$ cat config.mk
export PLATFORM = sky130hd
export DESIGN_NAME = count_seq_ctrl
export DESIGN_NICKNAME = d
export VERILOG_FILES = /design/src/rtl/count_seq_pkg.sv /design/src/rtl/count_seq_tick.sv /design/src/rtl/count_seq_ctrl.sv
export SDC_FILE = /design/constraint.sdc
export NUM_CORES = 1
export LEC_CHECK = 0
export ABC_AREA = 1
export CORE_UTILIZATION = 33
export DETAILED_ROUTE_END_ITERATION = 8
export GPL_ROUTABILITY_DRIVEN = 0
export SYNTH_ARGS = -nofsm -noshare
export SYNTH_HDL_FRONTEND = slang
export SYNTH_SLANG_ARGS = --single-unit
$ cat constraint.sdc
create_clock -name clk5m -period 1.45 [get_ports clk5m]
set_input_delay 0.3625 -clock clk5m [delete_from_list [all_inputs] [get_ports clk5m]]
set_output_delay 0.3625 -clock clk5m [all_outputs]
set_load 0.02 [all_outputs]
$ cat src/rtl/count_seq_pkg.sv
// Shared types and default sizes for the counter sequencer.
package count_seq_pkg;

    localparam int unsigned DEF_WIDTH = 10;
    localparam int unsigned DEF_DIV_W = 16;

    typedef enum logic [1:0] {
        S_IDLE,
        S_LOAD,
        S_RUN,
        S_DONE
    } seq_state_t;

endpackage : count_seq_pkg

$ cat src/rtl/count_seq_tick.sv
// Rate divider: counts 0..div_val and wraps, raising tick on the top count.
module count_seq_tick
    import count_seq_pkg::*;
#(
    parameter int unsigned DIV_W = DEF_DIV_W
) (
    input  logic             clk5m,
    input  logic             rst_n,
    input  logic             clear,
    input  logic             enable,
    input  logic [DIV_W-1:0] div_val,
    output logic             tick
);

    logic [DIV_W-1:0] r_div;
    logic             w_at_top;

    assign w_at_top = (r_div == div_val);
    assign tick     = enable && w_at_top;

    // Divider register: cleared outside RUN, wraps after the top count.
    // NOTE: state registers use non-blocking (<=) so every flop samples pre-edge values.
    always_ff @(posedge clk5m or negedge rst_n) begin
        if (!rst_n) begin
            r_div <= '0;
        end else if (clear) begin
            r_div <= '0;
        end else if (enable) begin
            r_div <= w_at_top ? '0 : r_div + DIV_W'(1);
        end
    end

endmodule : count_seq_tick

$ cat src/rtl/count_seq_ctrl.sv
// Counter sequencer: loads a start value, then steps the counter toward a
// stop value at a programmable rate, with abort support.
module count_seq_ctrl
    import count_seq_pkg::*;
#(
    parameter int unsigned WIDTH = DEF_WIDTH,
    parameter int unsigned DIV_W = DEF_DIV_W
) (
    input  logic             clk5m,
    input  logic             rst_n,
    input  logic             start,
    input  logic [WIDTH-1:0] start_val,
    input  logic [WIDTH-1:0] stop_val,
    input  logic             dir,
    input  logic [DIV_W-1:0] rate_div,
    input  logic             abort,
    input  logic [WIDTH-1:0] cnt,
    output logic             load,
    output logic             en,
    output logic             updn,
    output logic [WIDTH-1:0] data_in,
    output logic             busy,
    output logic             done,
    output logic             aborted
);

    seq_state_t       r_state;
    seq_state_t       w_next_state;
    logic [WIDTH-1:0] r_start_q;
    logic [WIDTH-1:0] r_stop_q;
    logic             r_dir_q;
    logic [DIV_W-1:0] r_rate_q;
    logic             r_aborted;

    logic             w_tick;
    logic             w_at_stop;
    logic             w_abort_take;
    logic             w_in_run;
    logic             w_capture;

    assign w_in_run  = (r_state == S_RUN);
    assign w_at_stop = (cnt == r_stop_q);
    assign w_capture = (r_state == S_IDLE) && start;

    count_seq_tick #(
        .DIV_W (DIV_W)
    ) u_tick (
        .clk5m   (clk5m),
        .rst_n   (rst_n),
        .clear   (!w_in_run),
        .enable  (w_in_run),
        .div_val (r_rate_q),
        .tick    (w_tick)
    );

    // State register.
    always_ff @(posedge clk5m or negedge rst_n) begin
        if (!rst_n) begin
            r_state <= S_IDLE;
        end else begin
            r_state <= w_next_state;
        end
    end

    // Next-state decode plus the only combinational outputs (en/load), gated by abort.
    // NOTE: every signal gets a default first, so no path through the case infers a latch.
    always_comb begin
        w_next_state = r_state;
        w_abort_take = 1'b0;
        en           = 1'b0;
        load         = 1'b0;
        unique case (r_state)
            S_IDLE: begin
                if (start) begin
                    w_next_state = S_LOAD;
                end
            end
            S_LOAD: begin
                if (abort) begin
                    w_next_state = S_IDLE;
                    w_abort_take = 1'b1;
                end else begin
                    en           = 1'b1;
                    load         = 1'b1;
                    w_next_state = S_RUN;
                end
            end
            S_RUN: begin
                if (abort) begin
                    w_next_state = S_IDLE;
                    w_abort_take = 1'b1;
                end else if (w_at_stop) begin
                    w_next_state = S_DONE;
                end else begin
                    en = w_tick;
                end
            end
            S_DONE: begin
                w_next_state = S_IDLE;
            end
            default: begin
                w_next_state = S_IDLE;
            end
        endcase
    end

    // Sequence parameters, captured only when a start is accepted in IDLE.
    always_ff @(posedge clk5m or negedge rst_n) begin
        if (!rst_n) begin
            r_start_q <= '0;
            r_stop_q  <= '0;
            r_dir_q   <= 1'b0;
            r_rate_q  <= '0;
        end else if (w_capture) begin
            r_start_q <= start_val;
            r_stop_q  <= stop_val;
            r_dir_q   <= dir;
            r_rate_q  <= rate_div;
        end
    end

    // Aborted pulse appears in the cycle after the abort is taken.
    always_ff @(posedge clk5m or negedge rst_n) begin
        if (!rst_n) begin
            r_aborted <= 1'b0;
        end else begin
            r_aborted <= w_abort_take;
        end
    end

    assign busy    = (r_state == S_LOAD) || (r_state == S_RUN);
    assign done    = (r_state == S_DONE);
    assign aborted = r_aborted;
    assign updn    = r_dir_q;
    assign data_in = r_start_q;

endmodule : count_seq_ctrl

Word level (Yosys, flattened, before mapping). Index checks and enable logic that the tools add are counted.

Flip-flop bits (word level): 56. Input bits: 51. Output and inout bits: 16. Word-level logic and storage cells: 35.

Add/subtract/negate cells: 1. Eq/ne operators: 7. Multiplexer cells: 14. Reductions and logical operators: 6.

Operators by type and width (number): 16-bit 2-to-1 mux (2); 16-bit by 1-bit adder with 16-bit output, second input constant (1); 16-bit equality test (1); 10-bit equality test (1); 2-bit 2-to-1 mux (4); 2-bit one-hot mux with 4 select lines (1); 1-bit 2-to-1 mux (6); 2-bit equality test, second input constant (2); 3-bit inequality test, second input constant (1); 2-bit by 1-bit equality test with 1-bit output, second input constant (1); 1-bit logical AND (2); 2-bit zero test (1); 2-bit inequality test, second input constant (1); 1-bit one-hot mux with 2 select lines (1); 2-bit AND reduction (1); 2-bit OR reduction (1); 1-bit logical OR (1).

Depth between registers and ports, before layout.
Word-level depth: 5. Gate-level depth with buffers: 10. Gate-level depth less buffers: 9.

Cells and area by module. A second synthesis with hierarchy kept.

Cell total of the unflattened synthesis: 364. Area, all modules: 3021.6 um^2.

Modules (own cells, without submodules): count_seq_ctrl (instances 1, cells an instance 151, area each 1759.2 um^2, sequential area each 1001.0 um^2); count_seq_tick (instances 1, cells an instance 213, area each 1262.5 um^2, sequential area each 400.4 um^2).

Worst setup path after synthesis. No wires, ideal clock.

Kind: reg-to-output. From: register r_state[1]. To: output en. Arrival: 1.445 ns. Required time: 1.087 ns. Path slack: -0.358 ns. Cell stages (with the launch flop): 7. Buffers on the path: 0. Path through: dfrtp_1 inv_1 ha_1 inv_1 nor2_1 inv_1 a21oi_1.

Cells in the longest elaborated chain, start to end: 5. Elaborated cells between the ends (all ways): 6. Those cells by class: eq/ne: 2; mux: 3; reduce/logical: 1.

RTL lines: from (decl) (line count_seq_ctrl.sv:27) `seq_state_t r_state;`; from (signal assigned) (line count_seq_ctrl.sv:61) `r_state <= w_next_state;`; 2-bit equality test (line count_seq_ctrl.sv:41, count_seq_ctrl.sv:72); 1-bit logical AND (line count_seq_tick.sv:19) `assign tick = enable && w_at_top;`; 1-bit 2-to-1 mux (line count_seq_ctrl.sv:92) `end else if (w_at_stop) begin`; 1-bit 2-to-1 mux (line count_seq_ctrl.sv:89) `if (abort) begin`; 1-bit one-hot mux with 2 select lines * (line count_seq_ctrl.sv:72) `unique case (r_state)`; to (decl) (line count_seq_ctrl.sv:19) `output logic en,`.

Every way passes the cells marked *; elsewhere a longest branch is shown, timed or not.

Worst setup path after layout.
From: register u_tick.r_div[4]. To: output en.

Cells in the longest elaborated chain, start to end: 5.

RTL lines: from (decl) (line count_seq_tick.sv:15) `logic [DIV_W-1:0] r_div;`; from (signal assigned) (line count_seq_tick.sv:29) `r_div <= w_at_top ? '0 : r_div + DIV_W'(1);`; 16-bit equality test (line count_seq_tick.sv:18) `assign w_at_top = (r_div == div_val);`; 1-bit logical AND (line count_seq_tick.sv:19); 1-bit 2-to-1 mux (line count_seq_ctrl.sv:92); 1-bit 2-to-1 mux (line count_seq_ctrl.sv:89); 1-bit one-hot mux with 2 select lines (line count_seq_ctrl.sv:72).

No other way between the ends.

==> key figures <==
Status
  • Status: finished with violations
  • Failing checks: setup timing

Synthesis
  • Mapped Cells: 290
  • Post-synthesis cell type count: 22
  • Synth top area cells: dfrtp_1 (51%), mux2_2 (12%), nand2_1 (7.5%), nor2_1 (6.1%), xnor2_1 (5.4%)
  • #FFs+latches synth: 56
  • YS warnings: 0
  • Mapped Area: between 0.002 and 0.003 mm2
  • Area share of the largest cell type after synthesis: between 50 and 60%
  • Mapped Nets: ~350
  • Post-synth EDFFs: 0
  • Main synth FF type: dfrtp_1
  • Asr flop ratio synth: between 90% and 100%
  • Area leader, netlist: dfrtp_1
  • Average cell area after synthesis: about 9.5 um2
  • Register area share after synthesis: 50.7%

GRT
  • GRT Overall Usage: between 10% and 20%
  • Antenna violations before repair: 0
  • Vias in the first global route: 2,338
  • First-pass GRT wire length: 10,100 um
  • Total gr overflow: 0
  • Largest net degree at the start of global routing: 25

Clock network
  • CTS Root Cell: clkbuf_8
  • CTS Sinks: 56
  • CTS tree: built
  • CTS buffer count: 5
  • Clock Tree Buf Depth: 2
  • # H-tree levels: 2
  • Worst-skew pair later-pin latency: 0.32 ns
  • Clock slew at reported path FFs: ~0.1 ns

Critical path
  • WS Path Type: flop to output pin
  • Reg2reg setup slack: -0.21 ns
  • Reg2reg end: u_tick.r_div[3]$_DFF_PN0_
  • Worst EP arrival: approximately 1.7 ns
  • Req. time, crit path: around 1.1 ns
  • Largest fanout on the critical path: 2
  • Worst-case reg-to-reg path depth: 11
  • Worst reg2reg startpoint: u_tick.r_div[4]$_DFF_PN0_
  • Worst Setup End Kind: output pin
  • Startpoint types: flop

Floorplanning
  • CORE AREA: 0.00793 mm2
  • Io pins: 67
  • Initial Utilization: 34.8%
  • Row count: 32
  • Die X: 93.5 um
  • Die area: between 0.008 and 0.009 mm2
  • Die height: between 90 and 100 um

Timing
  • PnR worst setup slack: -0.631 ns
  • Min Tclk post-route: ~2.1 ns
  • Crit share post-route: 144%
  • Worst Max-Slew Pin Slew: 0.379 ns
  • Max-slew headroom: between 70% and 80%
  • Layout Skew: about 0.0087 ns
  • Count of final setup violators: 21
  • Final Max Tran Viols: 0
  • Final Hold Viols: 0
  • Max Freq: 481 MHz
  • RSZ-0062 raised after global routing: true
  • TNS Setup: -3.92 ns
  • Hold WS: ~0.48 ns

Route
  • Total Wirelength: 6340 um
  • Length of the first detailed-routing pass in iterations: 4
  • Via Count: 2,301
  • Detail Route Antenna Nets: 0
  • Routed len/inst: 12.1 um
  • Met1 WL: about 2900 um
  • DR DRC count: 0
  • Met3 WL: slightly below 300 um
  • Top layer in use: met4
  • Metal2 WL: between 3000 and 4000 um
  • Vias per cell: around 4.4
  • DRT iter0 DRCs: 58

Hold path
  • Worst hold path class: input port to async pin

Pwr
  • Cell Pwr Density: about 1600 mW/mm2
  • Worst vdd ir: about 0.81 mV
  • Pwr Total: 7.32 mW
  • Leak: approximately 2.1 nW

Placement
  • DP HPWL: between 4000 and 5000 um
  • Post-Place Cells: 498
  • # port buffers: 66
  • Area after DPL: approximately 0.0039 mm2

Finish
  • Finished Cell Area: between 0.004 and 0.005 mm2
  • N_diodes: 0
  • Share of cells above drive strength 1: a little over a third
  • Area growth, synth to finish: 64.1%
  • Non-Filler Instances: roughly 530
  • Final nets: 479

Job
  • Max-Cap Viols: 0
-- worst max path at each step --
stage / from / end / depth (start not counted)
floorplan: u_tick.r_div[4]$_DFF_PN0_ / en / 8
global placement: cnt[9] / en / 10
detailed placement: cnt[9] / en / 10
CTS: u_tick.r_div[4]$_DFF_PN0_ / en / 8
global route: u_tick.r_div[4]$_DFF_PN0_ / en / 8
finish: u_tick.r_div[4]$_DFF_PN0_ / en / 8
-- critical path, cell delays in order (launching register included) --
cell	delay (ns)
dfrtp_1	0.42
xnor2_2	0.15
nand2_1	0.10
nor2_2	0.11
nand2_2	0.09
nor2_4	0.14
nand2_2	0.10
a21oi_4	0.15
buf_6	0.13
-- synth_stat cells (2+ instances only) --
| master | n |
|---|---|
| nor2_2 | 2 |
| buf_6 | 2 |
| xnor2_1 | 17 |
| nor2_1 | 45 |
| nand3_1 | 8 |
| nor3_1 | 2 |
| o21ai_0 | 4 |
| inv_1 | 32 |
| a21oi_1 | 10 |
| buf_2 | 3 |
| nand2_1 | 55 |
| ha_1 | 6 |
| xor2_1 | 10 |
| dfrtp_1 | 56 |
| nand4_1 | 3 |
| mux2_2 | 29 |
-- layout make-up --
class / count / area [um2]
clock inverters: 3 / 47.5
repair buffers: 130 / 1290
multi-input cells: 195 / 1450
clock buffers: 5 / 68.8
inverters: 33 / 136
well taps: 102 / 128
repair inverters: 1 / 7.51
flip-flops and latches: 56 / 1400
fillers: 697 / 3400
-- state kept, by name, indices dropped and copies added (netlist names) --
signal,cells
aborted,1
data_in,10
r_rate_q,16
r_state,2
r_stop_q,10
u_tick.r_div,16
updn,1
-- cells in the final DEF, fill, tap and decap left out, drive strengths merged, types with 2 or more instances in the layout --
master,count
a21oi,10
buf,65
clkbuf,8
clkdlybuf4s50,47
clkinv,2
dfrtp,56
dlygate4sd2,11
dlymetal6s2s,2
ha,6
inv,33
mux2,29
nand2,55
nand3,8
nand4,3
nor2,48
nor3,2
o21ai,4
xnor2,17
xor2,10
-- where the power goes --
group / internal, mW / switching (mW) / leakage [nW] / total (mW)
logic: 2.20 / 1.58 / 1.39 / 3.78
clock network: 0.521 / 0.555 / 0.0583 / 1.08
registers: 2.13 / 0.332 / 0.689 / 2.46
total: 4.85 / 2.47 / 2.14 / 7.32
-- layer usage --
| metal | GRT usage (%) | vias to the layer above |
|---|---|---|
| li1 | - | 1170 |
| met1 | 18.4 | 1074 |
| met2 | 25.2 | 48 |
| met3 | 3.58 | 9 |
| met4 | 4.62 | 0 |
| met5 | 0 | - |
-- cells by family after synthesis --
| kind of cell | share of synthesized area (%) |
|---|---|
| flip-flops | 50.7 |
| multiplexers | 11.8 |
| buffers and inverters | 5.98 |
| AO/OA/AOI/OAI | 2.76 |
| adder cells (fa/ha/maj) | 2.72 |
| XOR/XNOR | 8.56 |
| AND/OR/NAND/NOR | 17.4 |
-- repair_timing --
action                     CTS  global route
pin swaps                   15            22
setup buffers                6            13
setup endpoints to repair   64            45
hold buffers                 1             0
gates resized for setup     67            57
gates cloned                 2             3
hold endpoints to repair    12             0
-- stage by stage --
stage | util, % | setup WS (ns)
final | 57.2 | -0.631
after global routing | 57.2 | -0.727
after detailed placement | 49.6 | -1.13
after global placement | 49.6 | -1.12
after CTS | 53.4 | -0.613
after floorplan | - | -0.155
Power figures use the tool's default switching activity.
